## src/rtl/mult_acc_if.sv

```systemverilog
// rtl/mult_acc_if.sv - product stream in, frame result out, status for mult_acc
interface mult_acc_if #(
    parameter int ACC_W = 12,
    parameter int CNT_W = 4
);
    logic             clr;
    logic [7:0]       dat_in;
    logic             dat_vld;
    logic [ACC_W-1:0] sum;
    logic             sum_vld;
    logic             sum_rdy;
    logic [CNT_W-1:0] cnt;
    logic             ovf;
    logic             drop;

    modport master (
        output clr, dat_in, dat_vld, sum_rdy,
        input  sum, sum_vld, cnt, ovf, drop
    );

    modport slave (
        input  clr, dat_in, dat_vld, sum_rdy,
        output sum, sum_vld, cnt, ovf, drop
    );
endinterface

```

## src/rtl/mult_acc.sv

```systemverilog
// rtl/mult_acc.sv - sums every LEN valid products into a single-entry handshaked result register
module mult_acc #(
    parameter int LEN   = 8,
    parameter int ACC_W = 12,
    parameter int CNT_W = 4
) (
    input  logic     clk,
    input  logic     rst_n,
    mult_acc_if.slave bus
);
    typedef enum logic {IDLE, RUN} state_t;

    state_t           state, state_nxt;
    logic [ACC_W-1:0] acc, acc_nxt, fin;
    logic [CNT_W-1:0] cnt_r, cnt_nxt;
    logic             ovf_r, ovf_nxt, fin_vld;
    logic [ACC_W-1:0] sum_r;
    logic             sum_vld_r, drop_r;
    logic [ACC_W:0]   add_w;

    // Extra top bit captures the carry out of the accumulator for ovf.
    assign add_w = {1'b0, acc} + {{(ACC_W-7){1'b0}}, bus.dat_in};

    always_ff @(posedge clk) begin
        if (!rst_n) begin
            state <= IDLE;
            acc   <= '0;
            cnt_r <= '0;
            ovf_r <= 1'b0;
        end else begin
            state <= state_nxt;
            acc   <= acc_nxt;
            cnt_r <= cnt_nxt;
            ovf_r <= ovf_nxt;
        end
    end

    always_comb begin
        state_nxt = state;
        acc_nxt   = acc;
        cnt_nxt   = cnt_r;
        ovf_nxt   = ovf_r;
        fin       = add_w[ACC_W-1:0];
        fin_vld   = 1'b0;
        if (bus.clr) begin
            state_nxt = IDLE;
            acc_nxt   = '0;
            cnt_nxt   = '0;
            ovf_nxt   = 1'b0;
        end else if (bus.dat_vld) begin
            case (state)
                IDLE: begin
                    acc_nxt   = {{(ACC_W-8){1'b0}}, bus.dat_in};
                    cnt_nxt   = CNT_W'(1);
                    state_nxt = RUN;
                end
                RUN: begin
                    if (add_w[ACC_W])
                        ovf_nxt = 1'b1;
                    if (cnt_r == CNT_W'(LEN-1)) begin
                        fin_vld   = 1'b1;
                        acc_nxt   = '0;
                        cnt_nxt   = '0;
                        state_nxt = IDLE;
                    end else begin
                        acc_nxt = add_w[ACC_W-1:0];
                        cnt_nxt = cnt_r + CNT_W'(1);
                    end
                end
                default: state_nxt = IDLE;
            endcase
        end
    end

    // A completing handshake frees the register in the same cycle a new result lands.
    always_ff @(posedge clk) begin
        if (!rst_n) begin
            sum_r     <= '0;
            sum_vld_r <= 1'b0;
            drop_r    <= 1'b0;
        end else begin
            drop_r <= 1'b0;
            if (fin_vld) begin
                if (!sum_vld_r || bus.sum_rdy) begin
                    sum_r     <= fin;
                    sum_vld_r <= 1'b1;
                end else begin
                    drop_r <= 1'b1;
                end
            end else if (sum_vld_r && bus.sum_rdy) begin
                sum_vld_r <= 1'b0;
            end
        end
    end

    assign bus.sum     = sum_r;
    assign bus.sum_vld = sum_vld_r;
    assign bus.cnt     = cnt_r;
    assign bus.ovf     = ovf_r;
    assign bus.drop    = drop_r;
endmodule

```

## src/flat_wrapper.sv

```systemverilog
// flat-port wrapper written by rule: the top's interface ports become plain ports
module mult_acc_flat 
#(
    parameter int LEN   = 8,
    parameter int ACC_W = 12,
    parameter int CNT_W = 4
)
  (clk, rst_n, bus_clr, bus_dat_in, bus_dat_vld, bus_sum_rdy, bus_sum, bus_sum_vld, bus_cnt, bus_ovf, bus_drop);
  mult_acc_if #(.ACC_W(ACC_W), .CNT_W(CNT_W)) bus_i ();
  input  logic clk;
  input  logic rst_n;
  input wire logic [$bits(bus_i.clr)-1:0] bus_clr;
  input wire logic [$bits(bus_i.dat_in)-1:0] bus_dat_in;
  input wire logic [$bits(bus_i.dat_vld)-1:0] bus_dat_vld;
  input wire logic [$bits(bus_i.sum_rdy)-1:0] bus_sum_rdy;
  output wire logic [$bits(bus_i.sum)-1:0] bus_sum;
  output wire logic [$bits(bus_i.sum_vld)-1:0] bus_sum_vld;
  output wire logic [$bits(bus_i.cnt)-1:0] bus_cnt;
  output wire logic [$bits(bus_i.ovf)-1:0] bus_ovf;
  output wire logic [$bits(bus_i.drop)-1:0] bus_drop;
  assign bus_i.clr = bus_clr;
  assign bus_i.dat_in = bus_dat_in;
  assign bus_i.dat_vld = bus_dat_vld;
  assign bus_i.sum_rdy = bus_sum_rdy;
  assign bus_sum = bus_i.sum;
  assign bus_sum_vld = bus_i.sum_vld;
  assign bus_cnt = bus_i.cnt;
  assign bus_ovf = bus_i.ovf;
  assign bus_drop = bus_i.drop;
  mult_acc #(.LEN(LEN), .ACC_W(ACC_W), .CNT_W(CNT_W)) u_core (.clk(clk), .rst_n(rst_n), .bus(bus_i));
endmodule
```

## config.mk

```make
export PLATFORM = sky130hd
export DESIGN_NAME = mult_acc_flat
export DESIGN_NICKNAME = d
export VERILOG_FILES = /design/src/rtl/mult_acc_if.sv /design/src/rtl/mult_acc.sv /design/src/flat_wrapper.sv
export SDC_FILE = /design/constraint.sdc
export NUM_CORES = 1
export LEC_CHECK = 0
export CELL_PAD_IN_SITES_DETAIL_PLACEMENT = 1
export CELL_PAD_IN_SITES_GLOBAL_PLACEMENT = 1
export CORE_ASPECT_RATIO = 1.2
export CORE_MARGIN = 2
export CORE_UTILIZATION = 46
export DETAILED_ROUTE_END_ITERATION = 7
export DONT_BUFFER_PORTS = 1
export PLACE_DENSITY_LB_ADDON = 0.05
export SYNTH_ARGS = -nofsm -noshare
export SYNTH_HDL_FRONTEND = slang
export SYNTH_SLANG_ARGS = --single-unit
```

## constraint.sdc

```tcl
create_clock -name clk -period 2.2 [get_ports clk]
set_input_delay 0.44 -clock clk [delete_from_list [all_inputs] [get_ports clk]]
set_output_delay 0.44 -clock clk [all_outputs]
set_load 0.01 [all_outputs]
```

Word level (Yosys, flattened, before mapping)

Cells that the tools add are included.

Add/sub/neg operators: 2
$mul: 0
Div/mod/pow operators: 0
Magnitude comparators: 0
Equality and inequality tests: 2
Shifts and indexed selects: 0
Mux-type cells: 14
Bitwise logic cells: 2
Reductions and logical operators: 9

Operator list:

| operator              | count |
|---|---|
| $pmux W12 S2          | 1 |
| $add A12 B8 Y13       | 1 |
| $mux W12              | 1 |
| $mux W1               | 9 |
| $pmux W4 S2           | 1 |
| $reduce_and A2 Y1     | 3 |
| $add A4 B1 Y4 const B | 1 |
| $eq A4 B3 Y1 const B  | 1 |
| $mux W4               | 1 |
| $reduce_and A3 Y1     | 1 |
| $ne A2 B2 Y1 const B  | 1 |
| $not A1 Y1            | 2 |
| $pmux W1 S2           | 1 |
| $reduce_bool A2 Y1    | 1 |
| $reduce_or A2 Y1      | 1 |
| $logic_and A1 B1 Y1   | 1 |
| $logic_not A1 Y1      | 1 |
| $logic_or A1 B1 Y1    | 1 |

Register bits after elaboration: 32
Bits in latches: 0
Memory bits (writable): 0
Bits in read-only memories: 0
Input bits: 13
Output and inout port bits: 19
Logic and storage cells: 36
Memories: 0

Logic depth before layout (Yosys ltp)

Depth in word-level cells: 7
Mapped depth: 8
Depth with buffers taken out: 8

Worst setup path before layout

OpenSTA, ideal clock, no wires.

Kind: input -> register
Start point: in bus_dat_in[0]
End point: reg u_core.sum_r[10], in the netlist u_core.bus.sum[10]
Library setup time: 0.079 ns
Arrival time: 1.913 ns
Path slack: 0.208 ns
Stages: 8
Path buffers: 0
Cells stage by stage: ha_1 inv_1 fa_1 and2b_1 o211ai_1 a211oi_2 xnor2_1 a211oi_2

Longest elaborated chain between the ends: 1

Ends and longest elaborated chain:

| element              | line               | text |
|---|---|---|
| start, declared      | flat_wrapper.sv:13 | `input wire logic [$bits(bus_i.dat_in)-1:0] bus_dat_in;` |
| $add A12 B8 Y13      | mult_acc.sv:22     | `assign add_w = {1'b0, acc} + {{(ACC_W-7){1'b0}}, bus.dat_in};` |
| end signal, assigned | mult_acc.sv:85     | `sum_r <= fin;` |
| end, declared        | mult_acc.sv:17     | `logic [ACC_W-1:0] sum_r;` |

Every way passes these cells.
A chain may end at the register's enable or synchronous reset.

Worst setup path in the final report

Start point: reg u_core.acc[0]
End point: reg u_core.sum_r[10], in the netlist u_core.bus.sum[10]

Longest elaborated chain between the ends: 1

Ends and longest elaborated chain:

| element                | line           | text |
|---|---|---|
| start, declared        | mult_acc.sv:14 | `logic [ACC_W-1:0] acc, acc_nxt, fin;` |
| start signal, assigned | mult_acc.sv:32 | `acc <= acc_nxt;` |
| $add A12 B8 Y13        | mult_acc.sv:22 |  |

Every way passes these cells.

==> results_dict.tcl <==
set metrics [dict create \
    syn_area_sq_um 1846 \
    holdCritPathClass "input pin to flip-flop" \
    drt-met1-wl_mm 2.219 \
    drt_first_iter_violations 118 \
    critical_path_class "flip-flop to flip-flop" \
    r2r_end "u_core.bus.sum[10]" \
    clkLatencyLatePin_ns 0.29 \
    grt_usage_pct 25.11 \
    tightest_slew_ns 0.4908 \
    fin_util_pct 51.20 \
    startpoint_type "flip-flop" \
    wl_met2_mm 2.544 \
    hold_end "u_core.bus.sum[8]" \
    vias 1702 \
    cts_max_level 2 \
    post-route-period-util_pct 92.70 \
    maxCapViolCount 0 \
    syn_inst 224 \
    min_from "rst_n" \
    outcome "finished clean" \
    worstReg2RegStart "u_core.acc[0]" \
    rsz0062_at_grt "false" \
    hold_viol 0 \
    placementRows 25 \
    port_buffers 0 \
    yosys_most_used_dff "dfxtp_1" \
    grt_pass1_vias 1710 \
    cp_max_fo 3 \
    fin_area_sq_um 2002 \
    wl_met3_um 290 \
    relSlewSlack_pct 67.03 \
    fmax_mhz 490.4 \
    die-area_sq_um 4537 \
    postPlaceCellArea_sq_um 1897 \
    power.leakage_nw 0.7229 \
    vias_per_cell 6.057 \
    slew_viol_final 0 \
    reg2reg_depth 8 \
    powerDensity_nw_per_um2 606.8 \
    r2r_slack_ns 0.16 \
    holdWs_ns 0.2853 \
    wl_per_cell_um 18.27 \
    grt_antenna_before_repair 0 \
    synth.avg_cell_area_sq_um 8.239 \
    dr.pass1.iters 5 \
    fin_worst_skew_ns 0.006417 \
    diodes 0 \
    yosysWarnings 0 \
    peakVddDrop_uv 304.2 \
    cts.sinks 32 \
    setup_violations 0 \
    root_buffer "clkbuf_8" \
    top_layer_used "met4" \
    numCtsBuffers 5 \
    critPathRequiredTime_ns 2.42 \
    drive_above_1_share_pct 11.89 \
    ys_ff_latch 32 \
    grt_overflow 0 \
    cts_tree "done" \
    critPathCaptureType "flip-flop" \
    antenna_left 0 \
    core-area_sq_um 3910 \
    ios 32 \
    period_minus_slack_ns 2.039 \
    gp_congestion 0.8874 \
    holdPathStages 2 \
    dieHeight_um 73.39 \
    grt_pass1_wl_mm 8.349 \
    cts.clk_slew.worst_paths_ns 0.07 \
    fp.dieW_um 61.82 \
    tns_ns 0 \
    nNetsFinal 249 \
    wirelength_mm 5.133 \
    syn-num-nets 247 \
    grt_max_degree 14 \
    yosysSeqAreaShare_pct 34.71 \
    synth-edff-count 0 \
    area_growth_pct 8.475 \
    dp_hpwl_mm 3.823 \
    start_util_pct 47.20 \
    cts_max_path_buffers 2 \
    arrival_ns 2.26 \
    synth.distinct_cells 52 \
    synthArstFlopShare_pct 0 \
    drc 0 \
]
-- kinds of logic (layout without fill, tap and decap cells) --
| family | count (synthesis) | count (layout) | synth area share [%] |
|---|---|---|---|
| fa+ha+maj | 10 | 10 | 7.187 |
| simple gates | 92 | 92 | 24.95 |
| mux | 3 | 3 | 1.627 |
| flops | 32 | 32 | 34.71 |
| xor+xnor | 5 | 5 | 2.373 |
| buf+inv | 20 | 23 | 4.949 |
| compound gates | 62 | 62 | 24.20 |
-- Yosys cell counts, types with 2 or more instances --
master	number	area share [%]
buf_2	5	1.4
a21oi_1	14	3.8
nand4_1	4	1.4
ha_1	9	6.1
nand2_1	25	5.1
mux2i_1	3	1.6
nor4_1	2	0.68
o21a_1	3	1.2
a22oi_1	4	1.6
dfxtp_1	32	35
a211o_1	2	0.95
o211ai_1	4	1.6
and3_1	3	1.0
buf_4	2	0.81
a222oi_1	4	2.2
nand3_1	13	3.5
o21ai_0	9	2.4
a211oi_1	2	0.81
nand3b_1	2	0.81
or3_1	3	1.0
a211oi_2	3	2.0
xnor2_1	5	2.4
nor3_1	6	1.6
nor2_1	23	4.7
clkbuf_1	3	0.61
o31a_1	2	0.95
inv_1	8	1.6
clkbuf_2	2	0.54
a21oi_2	3	1.4
a21o_1	2	0.81
-- power by group --
group | internal, mW | switching [mW] | leakage (nW) | total, mW
registers | 0.587 | 0.00585 | 0.259 | 0.593
logic | 0.0515 | 0.0885 | 0.413 | 0.140
clock network | 0.250 | 0.233 | 0.0510 | 0.482
total | 0.888 | 0.327 | 0.723 | 1.21
-- worst max path at each step --
stage / startpoint / end / slack [ns] / depth (start not counted)
after floorplan: bus_dat_in[0] / u_core.bus.sum[10] / 0.21 / 8
after global placement: bus_dat_in[0] / u_core.bus.sum[10] / 0.09 / 8
after detailed placement: bus_dat_in[0] / u_core.bus.sum[10] / 0.04 / 8
after CTS: u_core.acc[0] / u_core.bus.sum[10] / 0.13 / 8
after global routing: u_core.acc[0] / u_core.bus.sum[10] / 0.03 / 8
final: u_core.acc[0] / u_core.bus.sum[10] / 0.16 / 8
-- critical path, cell delays in order, from the launching register on --
cell and delay, ns:
dfxtp_1 0.34, ha_2 0.18, inv_1 0.05, fa_2 0.34
and2b_1 0.22, o211ai_1 0.15, a211oi_2 0.34, xnor2_1 0.14
a211oi_2 0.21
-- state kept, by name (all words and copies together) (netlist names) --
name                cells
u_core.bus.sum         12
u_core.bus.cnt          4
u_core.bus.ovf          1
u_core.bus.drop         1
u_core.acc             12
u_core.state            1
u_core.bus.sum_vld      1
-- what timing repair did --
item                       CTS  global route
setup endpoints to repair    0             1
hold buffers                 0             0
resized for setup            0             2
setup buffers                0             1
-- layout make-up --
type                            count  area, sq um
Clock inverter                      2        10.01
Inverter                            8        30.03
Multi-Input combinational cell    172         1119
Sequential cell                    32        640.6
Clock buffer                        6        82.58
Fill cell                         485         1908
Timing Repair Buffer                7        52.55
Tap cell                           54        67.56
-- metal layers --
layer | vias to the layer above | global-route usage (%)
met5 | - | 0
met4 | 0 | 9.220
met3 | 8 | 5.282
met2 | 42 | 40.94
met1 | 826 | 32.03
li1 | 826 | -
-- cell usage in the layout, fill, tap and decap left out, drive strengths merged, types with 2 or more instances in the layout --
master   n
ha       9
or4      2
nor4     2
clkbuf   6
dfxtp   32
a222oi   4
inv      8
a21o     2
nand3b   2
a211oi   5
nor3     7
nand2   25
o21ai   11
o211ai   4
clkinv   2
o31a     2
xnor2    5
a22oi    4
a211o    2
buf      7
o21a     3
nand4    4
a21oi   17
nand3   13
mux2i    3
or3      3
nor2    23
and3     3
-- per-stage QoR --
step / instances / worst slack [ns] / total power [mW]
2_1_floorplan: 224 / 0.2077 / 0.7106
3_3_place_gp: 272 / 0.09138 / 0.7380
3_5_place_dp: 272 / 0.04300 / 0.7429
4_1_cts: 280 / 0.1294 / 1.223
5_1_grt: 281 / 0.02963 / 1.256
6_report: 281 / 0.1607 / 1.215
No activity file was read; power rests on OpenSTA's default activity.
